$ cat src/rtl/cpu_pkg.sv
// rtl/cpu_pkg.sv - shared LA32 fetch-path widths, reset PC and fetch entry type
package cpu_pkg;

  localparam int CPU_ADDR_W = 32;
  localparam int CPU_INST_W = 32;
  localparam logic [31:0] CPU_RESET_PC = 32'h1c00_0000;

  typedef struct packed {
    logic [CPU_ADDR_W-1:0] pc;
    logic [CPU_INST_W-1:0] inst;
  } fetch_entry_t;

endpackage

$ cat src/rtl/sync_fifo.sv
// rtl/sync_fifo.sv - parametrised synchronous FIFO with flush; pop-first when full
module sync_fifo
  import cpu_pkg::*;
#(
  parameter int WIDTH = CPU_INST_W,
  parameter int DEPTH = 4
) (
  input  logic                         clk,
  input  logic                         rst,
  input  logic                         push_i,
  input  logic                         pop_i,
  input  logic                         flush_i,
  input  logic [WIDTH-1:0]             wdata_i,
  output logic [WIDTH-1:0]             rdata_o,
  output logic                         full_o,
  output logic                         empty_o,
  output logic [$clog2(DEPTH+1)-1:0]   count_o
);

  localparam int PW = $clog2(DEPTH);
  localparam int CW = $clog2(DEPTH+1);

  logic [WIDTH-1:0] mem_q [DEPTH];
  logic [PW-1:0]    wr_ptr_q, wr_ptr_d, rd_ptr_q, rd_ptr_d;
  logic [CW-1:0]    count_q, count_d;
  logic             push_ok, pop_ok;

  assign empty_o = (count_q == '0);
  assign full_o  = (count_q == CW'(DEPTH));
  assign count_o = count_q;
  assign rdata_o = mem_q[rd_ptr_q];
  assign pop_ok  = pop_i && !empty_o;
  // A push into a full FIFO is only legal when the head leaves in the same cycle.
  assign push_ok = push_i && (!full_o || pop_ok);

  always_comb begin
    wr_ptr_d = wr_ptr_q;
    rd_ptr_d = rd_ptr_q;
    count_d  = count_q + CW'(push_ok) - CW'(pop_ok);
    if (push_ok) wr_ptr_d = wr_ptr_q + PW'(1);
    if (pop_ok)  rd_ptr_d = rd_ptr_q + PW'(1);
  end

  always_ff @(posedge clk or posedge rst) begin
    if (rst) begin
      wr_ptr_q <= '0;
      rd_ptr_q <= '0;
      count_q  <= '0;
      for (int i = 0; i < DEPTH; i++) mem_q[i] <= '0;
    end else if (flush_i) begin
      wr_ptr_q <= '0;
      rd_ptr_q <= '0;
      count_q  <= '0;
    end else begin
      if (push_ok) mem_q[wr_ptr_q] <= wdata_i;
      wr_ptr_q <= wr_ptr_d;
      rd_ptr_q <= rd_ptr_d;
      count_q  <= count_d;
    end
  end

endmodule

$ cat src/rtl/if_fetch_buffer.sv
// rtl/if_fetch_buffer.sv - LA32 fetch front end: PC gen, credited cache link, fetch queue
// Optional IFB_BYPASS_EN: responses bypass an empty queue straight to ID.
module if_fetch_buffer
  import cpu_pkg::*;
#(
  parameter int               ADDR_W   = CPU_ADDR_W,
  parameter int               INST_W   = CPU_INST_W,
  parameter int               DEPTH    = 4,
  parameter logic [ADDR_W-1:0] RESET_PC = ADDR_W'(CPU_RESET_PC)
) (
  input  logic              clk,
  input  logic              reset,
  output logic              req_valid,
  input  logic              req_ready,
  output logic [ADDR_W-1:0] req_addr,
  input  logic              resp_valid,
  input  logic [INST_W-1:0] resp_inst,
  output logic              resp_ready,
  input  logic              redirect_valid,
  input  logic [ADDR_W-1:0] redirect_pc,
  output logic              out_valid,
  input  logic              out_ready,
  output logic [ADDR_W-1:0] out_pc,
  output logic [INST_W-1:0] out_inst
);

  localparam int CW = $clog2(DEPTH+1);
  localparam int EW = ADDR_W + INST_W;

  logic [ADDR_W-1:0] fetch_pc_q, fetch_pc_d;
  logic [CW-1:0]     drop_cnt_q, drop_cnt_d;
  logic [CW-1:0]     shadow_count, fq_count;
  logic [CW-1:0]     outstanding;
  logic              shadow_full, shadow_empty, fq_full, fq_empty;
  logic [ADDR_W-1:0] shadow_pc;
  logic [EW-1:0]     fq_rdata;
  logic              req_fire, resp_take, fq_push, fq_pop;

  // Requests in flight are the live PCs in the shadow FIFO plus wrong-path ones awaiting discard.
  assign outstanding = shadow_count + drop_cnt_q;
  assign resp_ready  = 1'b1;
  assign req_addr    = fetch_pc_q;
  assign req_valid   = !reset && !redirect_valid && !shadow_full &&
                       (({1'b0, outstanding} + {1'b0, fq_count}) < (CW+1)'(DEPTH));
  assign req_fire    = req_valid && req_ready;
  assign resp_take   = resp_valid && (drop_cnt_q == '0) && !redirect_valid && !shadow_empty;
  assign fq_pop      = out_ready && !fq_empty;

`ifdef IFB_BYPASS_EN
  logic bypass;
  assign bypass    = resp_take && fq_empty;
  assign out_valid = !fq_empty || bypass;
  assign out_pc    = bypass ? shadow_pc : fq_rdata[EW-1:INST_W];
  assign out_inst  = bypass ? resp_inst : fq_rdata[INST_W-1:0];
  assign fq_push   = resp_take && (!fq_full || fq_pop) && !(bypass && out_ready);
`else
  assign out_valid = !fq_empty;
  assign out_pc    = fq_rdata[EW-1:INST_W];
  assign out_inst  = fq_rdata[INST_W-1:0];
  assign fq_push   = resp_take && (!fq_full || fq_pop);
`endif

  always_comb begin
    fetch_pc_d = fetch_pc_q;
    drop_cnt_d = drop_cnt_q;
    if (redirect_valid) begin
      fetch_pc_d = redirect_pc;
      drop_cnt_d = outstanding - CW'(resp_valid && (outstanding != '0));
    end else begin
      if (req_fire) fetch_pc_d = fetch_pc_q + ADDR_W'(4);
      if (resp_valid && (drop_cnt_q != '0)) drop_cnt_d = drop_cnt_q - CW'(1);
    end
  end

  always_ff @(posedge clk or posedge reset) begin
    if (reset) begin
      fetch_pc_q <= RESET_PC;
      drop_cnt_q <= '0;
    end else begin
      fetch_pc_q <= fetch_pc_d;
      drop_cnt_q <= drop_cnt_d;
    end
  end

  sync_fifo #(.WIDTH(ADDR_W), .DEPTH(DEPTH)) u_pc_shadow (
    .clk     (clk),
    .rst     (reset),
    .push_i  (req_fire),
    .pop_i   (resp_take),
    .flush_i (redirect_valid),
    .wdata_i (fetch_pc_q),
    .rdata_o (shadow_pc),
    .full_o  (shadow_full),
    .empty_o (shadow_empty),
    .count_o (shadow_count)
  );

  sync_fifo #(.WIDTH(EW), .DEPTH(DEPTH)) u_fetch_q (
    .clk     (clk),
    .rst     (reset),
    .push_i  (fq_push),
    .pop_i   (fq_pop),
    .flush_i (redirect_valid),
    .wdata_i ({shadow_pc, resp_inst}),
    .rdata_o (fq_rdata),
    .full_o  (fq_full),
    .empty_o (fq_empty),
    .count_o (fq_count)
  );

endmodule
$ cat config.mk
export PLATFORM = sky130hd
export DESIGN_NAME = if_fetch_buffer
export DESIGN_NICKNAME = d
export VERILOG_FILES = /design/src/rtl/cpu_pkg.sv /design/src/rtl/sync_fifo.sv /design/src/rtl/if_fetch_buffer.sv
export SDC_FILE = /design/constraint.sdc
export NUM_CORES = 1
export LEC_CHECK = 0
export ABC_AREA = 1
export ABC_CLOCK_PERIOD_IN_PS = 30600
export BUFFER_PORTS_ARGS = -buffer_cell sky130_fd_sc_hd__buf_2
export CAP_MARGIN = 10
export CORE_MARGIN = 4
export CORE_UTILIZATION = 65
export DETAILED_ROUTE_END_ITERATION = 6
export PLACE_DENSITY = 0.92
export REMOVE_ABC_BUFFERS = 1
export SETUP_SLACK_MARGIN = 0.2
export SLEW_MARGIN = 0
export SYNTH_ARGS = -nofsm -noshare
export SYNTH_HDL_FRONTEND = slang
export SYNTH_SLANG_ARGS = --single-unit
$ cat constraint.sdc
create_clock -name clk -period 30.6 [get_ports clk]
set_input_delay 6.12 -clock clk [delete_from_list [all_inputs] [get_ports clk]]
set_output_delay 6.12 -clock clk [all_outputs]
set_load 0.01 [all_outputs]
# Yosys cells after proc, flatten, opt, wreduce, memory -nomap -nowiden
# Cells that the tools add are included.
# classes
eq_ne	2
magnitude_cmp	7
bitwise	5
n_mux	26
addsub	13
n_reduce_logical	39
# op_table
cell	count
$bwmux W256	1
$mux W64	3
$mux W32	5
$bmux W64 S2	1
$bwmux W128	1
$demux W64 S2	1
$bmux W32 S2	1
$demux W32 S2	1
$add A32 B3 Y32 const B	1
$logic_and A1 B1 Y1	17
$mux W2	8
$ge A3 B3 Y1 const B	4
$mux W3	4
$not A2 Y3	4
$reduce_bool A2 Y1	6
$logic_not A3 Y1	3
$sub A3 B1 Y3	3
$add A2 B1 Y2 const B	4
$add A3 B1 Y3	2
$eq A3 B3 Y1 const B	2
$logic_not A1 Y1	6
$lt A3 B1 Y1 const B	2
$reduce_bool A3 Y1	2
$add A3 B3 Y4	1
6 further kinds	9
# word_totals
reg_bits	433

# Longest topological paths before layout
# depth
depth_word	10
mapped_depth	19
mapped_depth_nobuf	17

# Cells and area by module
# From an unflattened synthesis, not the netlist that was laid out.
# unflattened
cells_unflattened	2742
hier_area_um2	20967.6
# by_module_without_submodules
module	n_inst	area_each_um2	seq_area_each_um2	cells_each
sync_fifo (u_fetch_q)	1	11951.5	6581.3	1500
sync_fifo (u_pc_shadow)	1	6150.9	3378.2	783
if_fetch_buffer	1	2865.2	879.6	459

# Worst setup path before layout
# OpenSTA, ideal clock, no wires.
# synth_timing
path_kind	input -> output
start	input redirect_valid
end	output req_valid
required_time_ns	24.480
path_buffers	0
setup_slack_ns	17.997
arrival_time_ns	6.483
cell_stages	3
cell_sequence	nor2_1 > nand4_1 > nor2_1
# synth_via
elab_chain_len	4
# synth_rtl
item	line	rtl
start, declared	if_fetch_buffer.sv:19	input logic redirect_valid,
$logic_not A1 Y1	if_fetch_buffer.sv:43	assign req_valid = !reset && !redirect_valid && !shadow_full &&
$logic_and A1 B1 Y1 (3 in a row)	if_fetch_buffer.sv:43	
end, declared	if_fetch_buffer.sv:13	output logic req_valid,
# Every way passes these cells.

# Worst setup path in the final report
# Ends and elaborated chain as after synthesis.

==> impl_metrics.csv <==
group,metric,value,unit
timing,fin_crit,13170,ps
worst_setup_path,criticalPathCategory,"in -> out",
drt,wl,52860,µm
clock_tree,cts_max_level,2,
synthesis,syn_area,19840,µm²
floorplan,row_count,63,
global_routing,track_usage,31.14,%
pwr,power.density,76.58,nW/µm²
synthesis,synth_cells,2380,
clock_tree,clkSlewWorstSetupHoldPaths,60,ps
drt,drtAntennaViolNets,0,
global_routing,grt_overflow,0,
timing,slew_viol_final,0,
drt,viasPerCell,6.166,
synthesis,synth_warnings,0,
placed_design,portBuffers,167,
clock_tree,cts_buffers,44,
worst_setup_path,start_kind,"input pin",
worst_setup_path,cp_data_arrival_time,7050,ps
synthesis,yosysSeqAreaShare,54.64,%
floorplan,die_y,182.7,µm
drt,drtIter0Drc,2191,
floorplan,die_w,182.7,µm
floorplan,start_util,66.40,%
clock_tree,cts_root_buffer,"clkbuf_16",
synthesis,synth_edf_count,0,
placed_design,place.gp.congestion,0.9599,
synthesis,synthArstFlopShare,100.0,%
drt,drc,0,
placed_design,dp_hpwl,31150,µm
timing,max_freq,0.07592,GHz
cells_and_area,nets,2548,
global_routing,antenna_found_initial,0,
timing,fin_skew,16.02,ps
global_routing,grt_pass1_wl,85910,µm
cells_and_area,antenna_cells,0,
synthesis,syn_area_per_cell,8.335,µm²
clock_tree,post_cts_buffers,0,
global_routing,grt_max_degree,172,
pwr,power.share.combinational,26.1,%
clock_tree,clk_latency,550,ps
timing,finalSetupTns,0,ps
clock_tree,clock-sinks,433,
timing,maxSlewHeadroom,18.91,%
synthesis,ys_types,36,
clock_tree,clockBufferDepth,3,
worst_setup_path,endpoint_kind,"primary output",
clock_tree,cts_hold_buf,0,
worst_hold_path,min_path_type,"reg -> reg",
cells_and_area,layout_common_cells,"nand2_1 (586), o21ai_0 (513), dfrtp_1 (427), nor2_1 (258), buf_2 (167)",
pwr,p_clk_share,31.6,%
run_status,status,"complete, no violations",
cells_and_area,drive_gt1_share,11.07,%
synthesis,ys.flop_type,"dfrtp_1",
drt,vias,17730,
floorplan,dieArea,33380,µm²
pwr,peakVddDrop,65.50,µV
clock_tree,post_cts_resized,0,
timing,worst_pin_slew,1212,ps
pwr,internal_power,1.121,mW
cells_and_area,layout_commonest_cell,"nand2_1",
pwr,swShare,33.52,%
timing,period_share,43.04,%
worst_setup_path,worstPathMaxFanout,49,
clock_tree,cts_tree,"yes",
timing,hold_viol_final,0,
pwr,p_total,1.686,mW
synthesis,ys_ff_latch,433,
pwr,switching_power,0.5651,mW
pwr,sequentialPowerShare,42.4,%
global_routing,grt_pass1_vias,17570,
pwr,p_leak,10.74,nW
drt,first_pass_iters,6,
job,maxCapViolCount,0,
cells_and_area,syn_to_final_growth,10.98,%
timing,setup_viol,0,
drt,wire_per_inst,18.39,µm
floorplan,ios,169,
worst_setup_path,critPathRequiredTime,24480,ps
floorplan,coreArea,29870,µm²
timing,rsz0062_at_grt,"no",
## power by group through the flow
stage          Clock [mW]  Sequential [mW]  Combinational (mW)
3_5_place_dp            0            0.719               0.431
4_1_cts             0.535            0.710               0.438
6_report            0.532            0.714               0.440
5_1_grt             0.561            0.721               0.492
3_3_place_gp            0            0.713               0.412
2_1_floorplan           0            0.714               0.275
## path summary, 6_finish.rpt
kind	endpoint	startpoint	slack [ps]	depth (start not counted)
max	req_valid	redirect_valid	17430	6
min	u_fetch_q.mem_q[118]	u_fetch_q.mem_q[118]	480	2
max reg2reg	u_pc_shadow.mem_q[81]	u_pc_shadow.count_o[0]	26440	14
min reg2reg	u_fetch_q.mem_q[118]	u_fetch_q.mem_q[118]	480	2
max in group asynchronous	u_fetch_q.rd_ptr_q[0]	reset	22520	4
min in group asynchronous	drop_cnt_q[0]	reset	5750	2
## per-layer routing
layer  part of all wire [%]  routed length, µm  GRT usage (%)
met1                     39              20510          40.26
met2                     48              25220          51.46
met3                    8.7               4595          5.202
met4                    4.8               2534          15.52
met5                      0                  0              0
## Yosys cell counts (6+ instances only)
cell,number,area (µm²)
o21ai_0,513,2567
buf_2,47,235.2
nand2_2,6,37.54
o21ai_1,78,390.4
dfrtp_1,430,10760
o22ai_1,64,400.4
clkbuf_1,91,341.6
inv_1,124,465.5
nand2_1,586,2200
nand3_1,71,355.3
nor2_1,258,968.4
ha_1,20,250.2
buf_6,15,168.9
o22a_1,32,280.3
## kinds of logic after synthesis
logic type	count (synthesis)	share of synthesized area (%)
flip-flops	433	54.64
other	1	0.01890
AND/OR/NAND/NOR	936	18.56
XOR/XNOR	4	0.1766
AO/OA/AOI/OAI	700	18.79
buffers and inverters	283	6.257
adder cells (fa/ha/maj)	23	1.564
## final cells by class
type | instances | area (µm²)
Clock buffer | 65 | 1271
Timing Repair Buffer | 184 | 988.4
Multi-Input combinational cell | 1664 | 7787
Tap cell | 390 | 488.0
Inverter | 128 | 491.7
Fill cell | 2062 | 7859
Sequential cell | 433 | 10850
Clock inverter | 11 | 143.9
## per-stage QoR
step / hold slack (ps) / area, µm² / utilization, % / instances / setup WS, ps
after floorplan: 447.8 / 19080 / - / 2225 / 12420
after global placement: 460.0 / 20580 / 68.89 / 2798 / 17450
after detailed placement: 467.2 / 20580 / 68.89 / 2798 / 17430
after CTS: 482.5 / 22000 / 73.63 / 2874 / 17430
after global routing: 495.9 / 22020 / 73.69 / 2875 / 17370
final: 479.7 / 22020 / 73.69 / 2875 / 17430
## worst max-delay path, cell delays in order
cell and delay [ps]:
buf_2 70, buf_4 430, nor2_1 130, nand4_1 100
nor2_1 40, buf_2 130
## registers in the layout, summed over array words and instances (netlist names)
register              cells
u_pc_shadow.wr_ptr_q      2
u_fetch_q.rd_ptr_q        2
u_pc_shadow.rd_ptr_q      2
req_addr                 32
u_fetch_q.wr_ptr_q        2
u_pc_shadow.mem_q       128
drop_cnt_q                3
u_fetch_q.count_o         3
u_fetch_q.mem_q         256
u_pc_shadow.count_o       3
No activity file was read; power rests on OpenSTA's default activity.
